--- config.mk ---
export PLATFORM = sky130hd
export DESIGN_NAME = scpu_trace_monitor
export DESIGN_NICKNAME = d
export VERILOG_FILES = /design/src/rtl/scpu_trace_monitor.sv
export SDC_FILE = /design/constraint.sdc
export NUM_CORES = 1
export LEC_CHECK = 0
export CAP_MARGIN = 10
export CORE_ASPECT_RATIO = 0.5
export CORE_MARGIN = 8
export CORE_UTILIZATION = 56
export CTS_BUF_LIST = sky130_fd_sc_hd__clkbuf_4 sky130_fd_sc_hd__clkbuf_8
export DETAILED_ROUTE_END_ITERATION = 8
export PLACE_DENSITY_LB_ADDON = 0.12
export SLEW_MARGIN = 25
export SYNTH_ARGS = -nofsm -noshare
export SYNTH_HDL_FRONTEND = slang
export SYNTH_SLANG_ARGS = --single-unit
--- constraint.sdc ---
create_clock -name clk -period 2.4 [get_ports clk]
set_input_delay 0.48 -clock clk [delete_from_list [all_inputs] [get_ports clk]]
set_output_delay 0.48 -clock clk [all_outputs]
set_load 0.1 [all_outputs]
--- src/rtl/scpu_trace_monitor.sv ---
// Commit-trace monitor: turns each enabled clock edge of the single-cycle CPU
// into a commit record, queues records in a small FIFO drained over
// valid/ready, and tracks retirement count, drops and program-end.
module scpu_trace_monitor #(
  parameter int unsigned DEPTH       = 4,
  parameter int unsigned HALT_CYCLES = 2
) (
  input  logic        clk,
  input  logic        rst,
  input  logic        en,
  input  logic [31:0] PC,
  input  logic [31:0] newPC,
  input  logic [31:0] instruct,
  input  logic        RegWrite,
  input  logic        MemWrite,
  input  logic [31:0] WriteData,
  input  logic [31:0] ReadData2,
  output logic        rec_valid,
  input  logic        rec_ready,
  output logic [31:0] rec_pc,
  output logic [31:0] rec_instr,
  output logic [1:0]  rec_kind,
  output logic [31:0] rec_data,
  output logic [31:0] retired,
  output logic [15:0] dropped,
  output logic        overflow,
  output logic        halted
);

  localparam int unsigned PTR_W = (DEPTH > 1) ? $clog2(DEPTH) : 1;
  localparam int unsigned CNT_W = PTR_W + 1;
  localparam int unsigned HC_W  = $clog2(HALT_CYCLES + 1);

  typedef enum logic [1:0] {
    IDLE = 2'd0,
    RUN  = 2'd1,
    HALT = 2'd2
  } state_t;

  typedef struct packed {
    logic [31:0] pc;
    logic [31:0] instr;
    logic [1:0]  kind;
    logic [31:0] data;
  } rec_t;

  state_t            state, state_next;
  logic [HC_W-1:0]   hcnt;
  rec_t              mem [DEPTH];
  logic [PTR_W-1:0]  wr_ptr, rd_ptr;
  logic [CNT_W-1:0]  count;

  logic sample, match, halt_done;
  logic full, pop, push_ok, drop;
  rec_t new_rec;

  assign match     = (newPC == PC);
  assign full      = (count == CNT_W'(DEPTH));
  assign pop       = rec_valid && rec_ready;
  assign push_ok   = sample && (!full || pop);
  assign drop      = sample && full && !pop;

  // Record content for the current sample; stores carry rt, writes carry WB value
  always_comb begin
    new_rec       = '0;
    new_rec.pc    = PC;
    new_rec.instr = instruct;
    new_rec.kind  = {MemWrite, RegWrite};
    if (RegWrite)
      new_rec.data = WriteData;
    else if (MemWrite)
      new_rec.data = ReadData2;
  end

  // State register
  always_ff @(posedge clk or negedge rst) begin
    if (!rst) state <= IDLE;
    else      state <= state_next;
  end

  // Next state plus sample/halt decisions; the IDLE->RUN edge also samples
  always_comb begin
    state_next = state;
    sample     = 1'b0;
    halt_done  = 1'b0;
    case (state)
      IDLE, RUN: begin
        sample     = en;
        halt_done  = en && match && (hcnt == HC_W'(HALT_CYCLES - 1));
        if (halt_done)  state_next = HALT;
        else if (en)    state_next = RUN;
        else            state_next = IDLE;
      end
      HALT:    state_next = HALT;
      default: state_next = IDLE;
    endcase
  end

  // Consecutive self-loop counter; holds across en=0 gaps
  always_ff @(posedge clk or negedge rst) begin
    if (!rst)        hcnt <= '0;
    else if (sample) hcnt <= match ? hcnt + 1'b1 : '0;
  end

  // FIFO storage; cleared on reset so the head reads zero afterwards
  always_ff @(posedge clk or negedge rst) begin
    if (!rst) begin
      for (int unsigned i = 0; i < DEPTH; i++) mem[i] <= '0;
    end else if (push_ok) begin
      mem[wr_ptr] <= new_rec;
    end
  end

  // FIFO pointers and occupancy
  always_ff @(posedge clk or negedge rst) begin
    if (!rst) begin
      wr_ptr <= '0;
      rd_ptr <= '0;
      count  <= '0;
    end else begin
      if (push_ok) wr_ptr <= wr_ptr + 1'b1;
      if (pop)     rd_ptr <= rd_ptr + 1'b1;
      case ({push_ok, pop})
        2'b10:   count <= count + 1'b1;
        2'b01:   count <= count - 1'b1;
        default: count <= count;
      endcase
    end
  end

  // Retirement, drop and halt bookkeeping
  always_ff @(posedge clk or negedge rst) begin
    if (!rst) begin
      retired  <= '0;
      dropped  <= '0;
      overflow <= 1'b0;
      halted   <= 1'b0;
    end else begin
      if (sample) retired <= retired + 1'b1;
      if (drop) begin
        overflow <= 1'b1;
        if (dropped != '1) dropped <= dropped + 1'b1;
      end
      if (halt_done) halted <= 1'b1;
    end
  end

  assign rec_valid = (count != '0);
  assign rec_pc    = mem[rd_ptr].pc;
  assign rec_instr = mem[rd_ptr].instr;
  assign rec_kind  = mem[rd_ptr].kind;
  assign rec_data  = mem[rd_ptr].data;

endmodule

==> metrics.txt, run 1 <==
status=finished with violations; failing checks=negative setup slack; EDFF count, synth=0; relative slew slack=0.488; Setup TNS=-23.02 ns; vias in the first global route=14,812; worst hold slack=0.415 ns; Detailed Place HPWL=35,100 um; total number of vias=13,180; Pre-antenna DRT Iters=5; data arrival time of the worst path=2.19 ns; register area=11,300 um^2; CTS buffer count=66; Crit. End Element=output pin; worst path required time=1.92 ns; initial DRC count=891; Synth async-reset ratio=1.00; Gate Count Post-Synth=1,415; Slew @ Worst Pin=0.762 ns; die width=282 um; clock buffer depth=3; nets@finish=1,986; largest family of logic cells by synthesized area=multiplexers; CTS root buf=clkbuf_8; Placed Cells=2,203; fraction of layout cells with a size suffix above 1=0.404; maximum clock frequency=374 MHz; Most used DFF post-synth=dfrtp_1; share of the clock period used by the worst path=1.11; worst min-delay path class=input pin to asynchronous set/reset pin; RSZ-0062 raised after global routing=true; clock latency on the worst-skew pair=0.60 ns; syn nets=1,590; final setup fails=98; pin count of the biggest net entering global routing=68; drt total wl=51,300 um; Synth cell types=39; design area=26,900 um^2; antenna viol nets, final=0; placed inst area=25,100 um^2; H-tree depth=3; full die area=42,100 um^2; n_diodes=0; number of port buffers=314; Max Cap Viol=0; Synthesis Warnings=0; grt total ovfl=0; post-synthesis xor/xnor area fraction=0.0370; post-route setup slack=-0.271 ns; Synth Area per Inst=14.0 um^2; routed len/inst=22.0 um; Starting Density=0.572; Avg Vias per Cell=5.65; synthesis-to-finish area growth=35.2%; post-synthesis mux area share=0.262; row cnt=48; initial antenna violation count=0; Final Skew=0.0306 ns; Final Non-Filler Cells=2,332; Final Max Slew Viols=0; GPL Wtd Cong=0.769; overall routing resource usage=0.243; Adder-Cell Fraction of Synth Area=0.00604; class of the most critical setup path=flip-flop to output pin; sequential area share after synthesis=0.570; Filler cells=2,065; Placeable Area=34,700 um^2; DRC=0; cell area after synthesis=19,900 um^2; Final Hold Fails=0; clock sink count=453; fin crit period=2.67 ns; Synth Register Bits=453; Multi-input gate area=8150 um^2; first-pass GRT wire length=80,900 um; chip height=149 um; Simple-Gate Fraction of Synth Area=0.0555; Clk pin slew, worst setup/hold paths=0.07 ns; CTS tree=built; worst-path fanout max=8; complex-gate fraction of the synthesized area=0.0480; startpoint types=flip-flop; io pins=315
## cell type report
type	count	area share
Clock inverter	4	0.000931
Multi-Input combinational cell	864	0.303
Sequential cell	453	0.422
Timing Repair Buffer	417	0.199
Clock buffer	110	0.0517
Inverter	9	0.00126
Tap cell	475	0.0221
## path summary, 6_finish.rpt
path,slack [ns],to,depth (start not counted),startpoint
min in group clk,0.48,mem[15],2,mem[15]
worst max-delay path,-0.27,rec_data[31],4,rd_ptr[0]
max in group asynchronous,1.09,mem[107],4,rst
worst max register to register,0.33,mem[20],8,count[0]
worst min-delay path,0.42,mem[160],2,rst
worst min register to register,0.48,mem[15],2,mem[15]
## per-stage QoR
stage	setup slack, ns	utilization
finish	-0.271	0.774
global route	-0.319	0.774
CTS	-0.353	0.771
detailed placement	-0.485	0.724
global placement	-0.454	0.724
floorplan	0.00728	-
## synth_stat cells, types with 2 or more instances
library cell  number  area share
clkbuf_1          39      0.0074
nand4_1           14      0.0044
nand3_1           14      0.0035
mux4_2            98        0.11
buf_2             44       0.011
nor2b_1            2     0.00063
nand2_1          162       0.031
ha_1               8      0.0050
or4_4              2      0.0011
nor2_1            12      0.0023
a22oi_1           31       0.012
xor2_1            25       0.011
mux2_2           265        0.15
nor4_1             6      0.0019
and4_1             5      0.0022
o21ai_0          129       0.032
buf_1              6      0.0011
xnor2_1           59       0.026
nor3_1             2     0.00050
a21oi_1            2     0.00050
nand2b_1           2     0.00063
dfrtp_1          453        0.57
inv_1              9      0.0017
and3_1            10      0.0031
and2_1             2     0.00063
## cells in the final DEF (no fill, tap or decap), drive strengths merged, types with 8 or more instances in the layout
cell and n:
dfrtp 453, mux2 265, buf 248, clkdlybuf4s50 163, nand2 162, o21ai 129
clkbuf 115, mux4 98, xnor2 59, a22oi 31, xor2 25, nand4 15
nand3 14, nor2 13, and3 10, inv 9, ha 8
## per-layer routing
| metal | routed length (um) | GRT usage |
|---|---|---|
| met1 | 20500 | 0.303 |
| met2 | 26900 | 0.423 |
| met3 | 2440 | 0.0528 |
| met4 | 1410 | 0.0794 |
| met5 | 0 | 0 |
## cell families after synthesis
| logic type | count (synthesis) |
|---|---|
| buf+inv | 98 |
| mux | 364 |
| xor+xnor | 84 |
| fa+ha+maj | 9 |
| simple gates | 239 |
| compound gates | 168 |
| flops | 453 |
## registers in the layout, indices dropped and copies added (netlist names), 2 cells and up
name and count:
mem 392, hcnt 2, wr_ptr 2, retired 32, dropped 16, rd_ptr 2
state 2, count 3
## repair_timing
item,in CTS,in global routing
resized for setup,6,4
endpoints found under the hold margin,48,0
buffers inserted,6,0
cloned,4,5
setup endpoints to repair,98,98
hold buffers,1,0
## critical path, stage by stage, from the launching register on
cell and delay, ns:
dfrtp_4 0.47, buf_12 0.16, clkbuf_16 0.19, mux4_2 0.56, buf_12 0.19
Power of run 1 is not shown: default switching activity piles up to over one toggle a cycle in this logic, so the estimate is an artifact.
==> run 2, diff against run 1 <==
Clock period 2.4 ns to 2.75 ns, I/O delays scaled along.
==> run 2 against run 1 <==
Final cell count down 1.4%. Die area is the same. Register-to-register slack gained 0.23 ns. Core utilization fell by 0.99 points. Critical path type unchanged. Via count decreased by 0.74%. Sequential cell count unchanged. Clock skew down 0.0084 ns. The run now ends clean. Largest cell class unchanged.
==> metrics.txt, run 2 (synthesis gave the netlist of run 1 again) <==
Clk pin slew, worst setup/hold paths=0.07 ns (about the same); Detailed Place HPWL=35,000 um (was 35,100 um); first-pass GRT wire length=79,100 um (was 80,900 um); pin count of the biggest net entering global routing=77 (was 68); most frequent CP cell=buf_12 (unchanged); relative slew slack=0.504 (was 0.488); chip height=149 um (unchanged); final setup fails=0 (was 98); Filler cells=2,145 (was 2,065); Worst path slowest cell=mux4_2 (unchanged); worst-path cell chain=buf_12 > clkbuf_16 > mux4_2 > buf_12 (unchanged); H-tree depth=2 (was 3); Worst Path Buf+Inv=3 (unchanged); worst path required time=2.20 ns (was 1.92 ns); Pre-antenna DRT Iters=7 (was 5); grt total ovfl=0 (unchanged); GPL Wtd Cong=0.743 (was 0.769); Reg with most FFs=mem (unchanged); initial DRC count=749 (was 891); Crit. End Element=output pin (unchanged); fraction of layout cells with a size suffix above 1=0.391 (was 0.404); Final Hold Fails=0 (unchanged); clock buffer depth=3 (unchanged); class of the most critical setup path=flip-flop to output pin (unchanged); antenna viol nets, final=0 (unchanged); Setup TNS=0 ns (was -23.02 ns); n_diodes=0 (unchanged); total number of vias=13,082 (was 13,180); full die area=42,100 um^2 (unchanged); Avg Vias per Cell=5.69 (was 5.65); share of the clock period used by the worst path=0.996; Largest delay share family, worst path=buffers and inverters (was multiplexers); fin crit period=2.74 ns; Slew @ Worst Pin=0.738 ns (was 0.762 ns); Core Util, Final=0.764 (was 0.774); io pins=315 (unchanged); Max Cap Viol=0 (unchanged); Final Max Slew Viols=0 (unchanged); commonest cells after routing, fill and taps aside=dfrtp_1, mux2_2, clkdlybuf4s50_1 (unchanged); CTS buffer count=61 (was 66); nets@finish=1,953 (was 1,986); row cnt=48 (unchanged); clock latency on the worst-skew pair=0.63 ns (was 0.60 ns); Final Skew=0.0222 ns (was 0.0306 ns); maximum clock frequency=365 MHz; register area=11,300 um^2 (about the same); Starting Density=0.572 (unchanged); Post-Place Worst Slack=-0.197 ns (was -0.485 ns); largest registers=mem: 392 flops, retired: 32 flops, dropped: 16 flops (unchanged); DRC=0 (unchanged); CTS tree=built (unchanged); worst hold slack=0.480 ns (was 0.415 ns); slowest stage delay, CP=0.54 ns (was 0.56 ns); drt total wl=50,500 um (was 51,300 um); vias in the first global route=14,695 (was 14,812); worst-path fanout max=8 (unchanged); post-route setup slack=0.0122 ns (was -0.271 ns); RSZ-0062 raised after global routing=true (unchanged); number of port buffers=314 (unchanged); data arrival time of the worst path=2.19 ns (about the same); status=complete, no violations (was finished with violations); die width=282 um (unchanged); CTS root buf=clkbuf_8 (unchanged); routed len/inst=22.0 um (about the same); initial antenna violation count=0 (unchanged); clock sink count=453 (unchanged); startpoint types=flip-flop (unchanged); Placeable Area=34,700 um^2 (unchanged); overall routing resource usage=0.236 (was 0.243); worst min-delay path class=flip-flop to flip-flop (was input pin to asynchronous set/reset pin); Multi-input gate area=8150 um^2 (about the same); most common cell after layout, fill and taps aside=dfrtp_1 (unchanged); synthesis-to-finish area growth=33.5% (was 35.2%); max reg flops=392 (unchanged)
-- run 2: cell count changes in the layout (fill, tap and decap cells not counted), moves of 2 or more --
cell / delta
buf_4: -26
buf_16: -5
clkbuf_8: -4
clkbuf_4: -3
clkinv_2: +3
clkbuf_16: +2
dfrtp_1: +2
dfrtp_2: -2
-- run 2: area by class of cell --
class | count | share of cell area
Clock buffer | 103 | 0.0494
Inverter | 9 | 0.00127
Multi-Input combinational cell | 864 | 0.307
Clock inverter | 6 | 0.00123
Tap cell | 475 | 0.0224
Timing Repair Buffer | 389 | 0.191
Sequential cell | 453 | 0.428
-- run 2: timing repair --
action | in CTS | in global routing
setup endpoints to repair | 98 | 96
endpoints found under the hold margin | 61 | 0
hold buffers | 1 | 0
cloned | 0 | 9
setup buffers | 6 | 1
gates resized for setup | 2 | 13
-- run 2: worst reg2reg max path, delay by kind of cell (launching register included) --
| family | cells | cell delay (ns) |
|---|---|---|
| XOR/XNOR | 2 | 0.30 |
| adder cells (fa/ha/maj) | 2 | 0.54 |
| buffers and inverters | 2 | 0.15 |
| flip-flops | 1 | 0.42 |
| AND/OR/NAND/NOR | 3 | 0.71 |
-- run 2: path summary, 6_finish.rpt --
path,from,endpoint,slack (ns),cells past startpoint
setup / recovery,rd_ptr[0],rec_data[26],0.01,4
hold / removal,mem[4],mem[4],0.48,2
setup reg to reg,count[0],count[2],0.56,9
hold reg to reg,mem[4],mem[4],0.48,2
max in group asynchronous,rst,mem[191],1.31,3
min in group asynchronous,rst,mem[335],0.51,2
-- run 2: through the flow --
step,instance area (um^2),instances
2_1_floorplan,19900,1415
5_1_grt,26500,2299
3_3_place_gp,24800,2173
3_5_place_dp,24800,2173
4_1_cts,26300,2289
6_report,26500,2299
-- run 2: per-layer routing --
| layer | GRT usage | wire (um) | part of all wire |
|---|---|---|---|
| met5 | 0 | 0 | 0 |
| met3 | 0.0453 | 2430 | 0.048 |
| met4 | 0.0796 | 1550 | 0.031 |
| met1 | 0.299 | 20600 | 0.41 |
| met2 | 0.410 | 26000 | 0.51 |
Power of run 2 is left out for the same reason.
==> run 3, diff against run 2 <==
Settings changed: CORE_UTILIZATION 56 to 50, SETUP_SLACK_MARGIN from default to 0.05.
==> run 3 against run 2 <==
The run now ends with negative setup slack left. Core utilization decreased by 8.0 points. Clock-buffer cell count is 1 higher. Cell area grew 0.73%. Maximum frequency fell by 0.70%. Clock skew up 0.0055 ns. Routed wire length grew 2.0%. Register-to-register slack about the same. Sequential share of layout area shrank 0.31 points. Final cell count is 2.9% higher. Global-route usage fell by 1.9 points. Die area is 11% higher. Non-clock buffer count increased by 7. Critical path type unchanged.
==> metrics.txt, run 3 (synthesis gave the netlist of run 1 again) <==
status=finished with violations (was complete, no violations); failing checks=negative setup slack; full die area=46,800 um^2 (was 42,100 um^2); post-route setup slack=-0.00700 ns (was 0.0122 ns); Worst path slowest cell=mux4_2 (unchanged); Reg with most FFs=mem (unchanged); Final Max Slew Viols=0 (unchanged); grt total ovfl=0 (unchanged); Multi-input gate area=8150 um^2 (unchanged); worst-path fanout max=8 (unchanged); flop-to-flop setup slack=0.55 ns (was 0.56 ns); Pre-antenna DRT Iters=5 (was 7); Final Skew=0.0277 ns (was 0.0222 ns); total number of vias=13,012 (was 13,082); Final Non-Filler Cells=2,365 (was 2,299); relative slew slack=0.649 (was 0.504); Crit. End Element=output pin (unchanged); CTS root buf=clkbuf_8 (unchanged); RSZ-0062 raised after global routing=true (unchanged); vias in the first global route=14,645 (was 14,695); class of the most critical setup path=flip-flop to output pin (unchanged); fin crit period=2.76 ns (was 2.74 ns); row cnt=51 (was 48); Core Util, Final=0.684 (was 0.764); commonest cells after routing, fill and taps aside=dfrtp_1, mux2_2, clkdlybuf4s50_1 (unchanged); Placeable Area=39,100 um^2 (was 34,700 um^2); worst r2r src=count[0] (unchanged); Largest delay share family, worst path=multiplexers (was buffers and inverters); pin count of the biggest net entering global routing=63 (was 77); initial DRC count=505 (was 749); slowest stage delay, CP=0.55 ns (was 0.54 ns); Final Hold Fails=0 (unchanged); first-pass GRT wire length=81,000 um (was 79,100 um); overall routing resource usage=0.217 (was 0.236); Max Cap Viol=0 (unchanged); clock latency on the worst-skew pair=0.61 ns (was 0.63 ns); Slew @ Worst Pin=0.527 ns (was 0.738 ns); DRC=0 (unchanged); data arrival time of the worst path=2.21 ns (was 2.19 ns); most common cell after layout, fill and taps aside=dfrtp_1 (unchanged); GPL Wtd Cong=0.811 (was 0.743); placed inst area=25,000 um^2 (was 24,800 um^2); CTS buffer count=66 (was 61); Detailed Place HPWL=35,700 um (was 35,000 um); io pins=315 (unchanged); clock buffer depth=3 (unchanged); Setup TNS=-0.0104 ns (was 0 ns); worst-path cell chain=buf_12 > clkbuf_16 > mux4_2 > buf_12 (unchanged); crit path launch=rd_ptr[0] (unchanged); largest registers=mem: 392 flops, retired: 32 flops, dropped: 16 flops (unchanged); synthesis-to-finish area growth=34.5% (was 33.5%); design area=26,700 um^2 (was 26,500 um^2); nets@finish=1,965 (was 1,953); clock sink count=453 (unchanged); worst min-delay path class=flip-flop to flip-flop (unchanged); die width=298 um (was 282 um); HP Start=mem[227] (was mem[4]); CTS tree=built (unchanged); Worst Path Buf+Inv=3 (unchanged); max reg flops=392 (unchanged); most frequent CP cell=buf_12 (unchanged); initial antenna violation count=3 (was 0); startpoint types=flip-flop (unchanged); Placed Cells=2,233 (was 2,173); routed len/inst=21.8 um (was 22.0 um); maximum clock frequency=363 MHz (was 365 MHz); worst path required time=2.20 ns (about the same); Starting Density=0.509 (was 0.572); share of the clock period used by the worst path=1.00 (was 0.996); fraction of layout cells with a size suffix above 1=0.394 (was 0.391); register area=11,300 um^2 (unchanged); drt total wl=51,500 um (was 50,500 um); chip height=157 um (was 149 um); number of port buffers=314 (unchanged); Avg Vias per Cell=5.50 (was 5.69); antenna viol nets, final=0 (unchanged); H-tree depth=3 (was 2); final setup fails=3 (was 0); Clk pin slew, worst setup/hold paths=0.07 ns (about the same); Filler cells=2,750 (was 2,145)
-- run 3: changes by cell type in the layout (fill, tap and decap cells not counted), moves of 2 or more --
cell | before | now
clkbuf_4 | 17 | 22
clkbuf_16 | 7 | 5
buf_6 | 2 | 4
buf_16 | 0 | 4
buf_4 | 86 | 89
diode_2 | 0 | 3
clkbuf_8 | 86 | 82
-- run 3: area by class of cell --
class | instances | area share
multi-input cells | 864 | 0.305
diodes | 3 | 0.000281
clock buffers | 104 | 0.0484
clock inverters | 6 | 0.00215
repair buffers | 396 | 0.194
well taps | 530 | 0.0248
flip-flops and latches | 453 | 0.424
inverters | 9 | 0.00126
-- run 3: path summary, 6_finish.rpt --
| path | cells after the start | end |
|---|---|---|
| setup reg to reg | 9 | count[2] |
| setup / recovery | 4 | rec_data[29] |
| max in group asynchronous | 4 | mem[251] |
| hold reg to reg | 2 | mem[227] |
| hold / removal | 2 | mem[227] |
| min in group asynchronous | 2 | mem[299] |
-- run 3: worst reg2reg max path, delay by kind of cell (launching register included) --
family	cells	cell delay, ns
DFF	1	0.42
adders and majority gates	2	0.54
xor gates and xnor gates	2	0.32
and+or+nand+nor	3	0.70
buffers and inverters	2	0.14
-- run 3: per-stage QoR --
step / hold slack (ns) / setup slack [ns]
finish: 0.478 / -0.00700
global route: 0.493 / -0.0989
CTS: 0.483 / -0.0768
detailed placement: 0.466 / -0.361
global placement: 0.456 / -0.298
floorplan: 0.254 / 0.270
-- run 3: layer usage --
layer	up-vias	routed length, um	track usage
li1	5878	-	-
met1	6778	20600	0.258
met2	265	27300	0.391
met3	91	2010	0.0450
met4	0	1590	0.0808
met5	-	0	0
-- run 3: timing repair --
item,in CTS,in global routing
cloned,1,6
hold buffers,1,0
resized for setup,4,6
setup buffers,7,5
setup endpoints to repair,97,98
endpoints found under the hold margin,53,0
Power of run 3 is left out for the same reason.
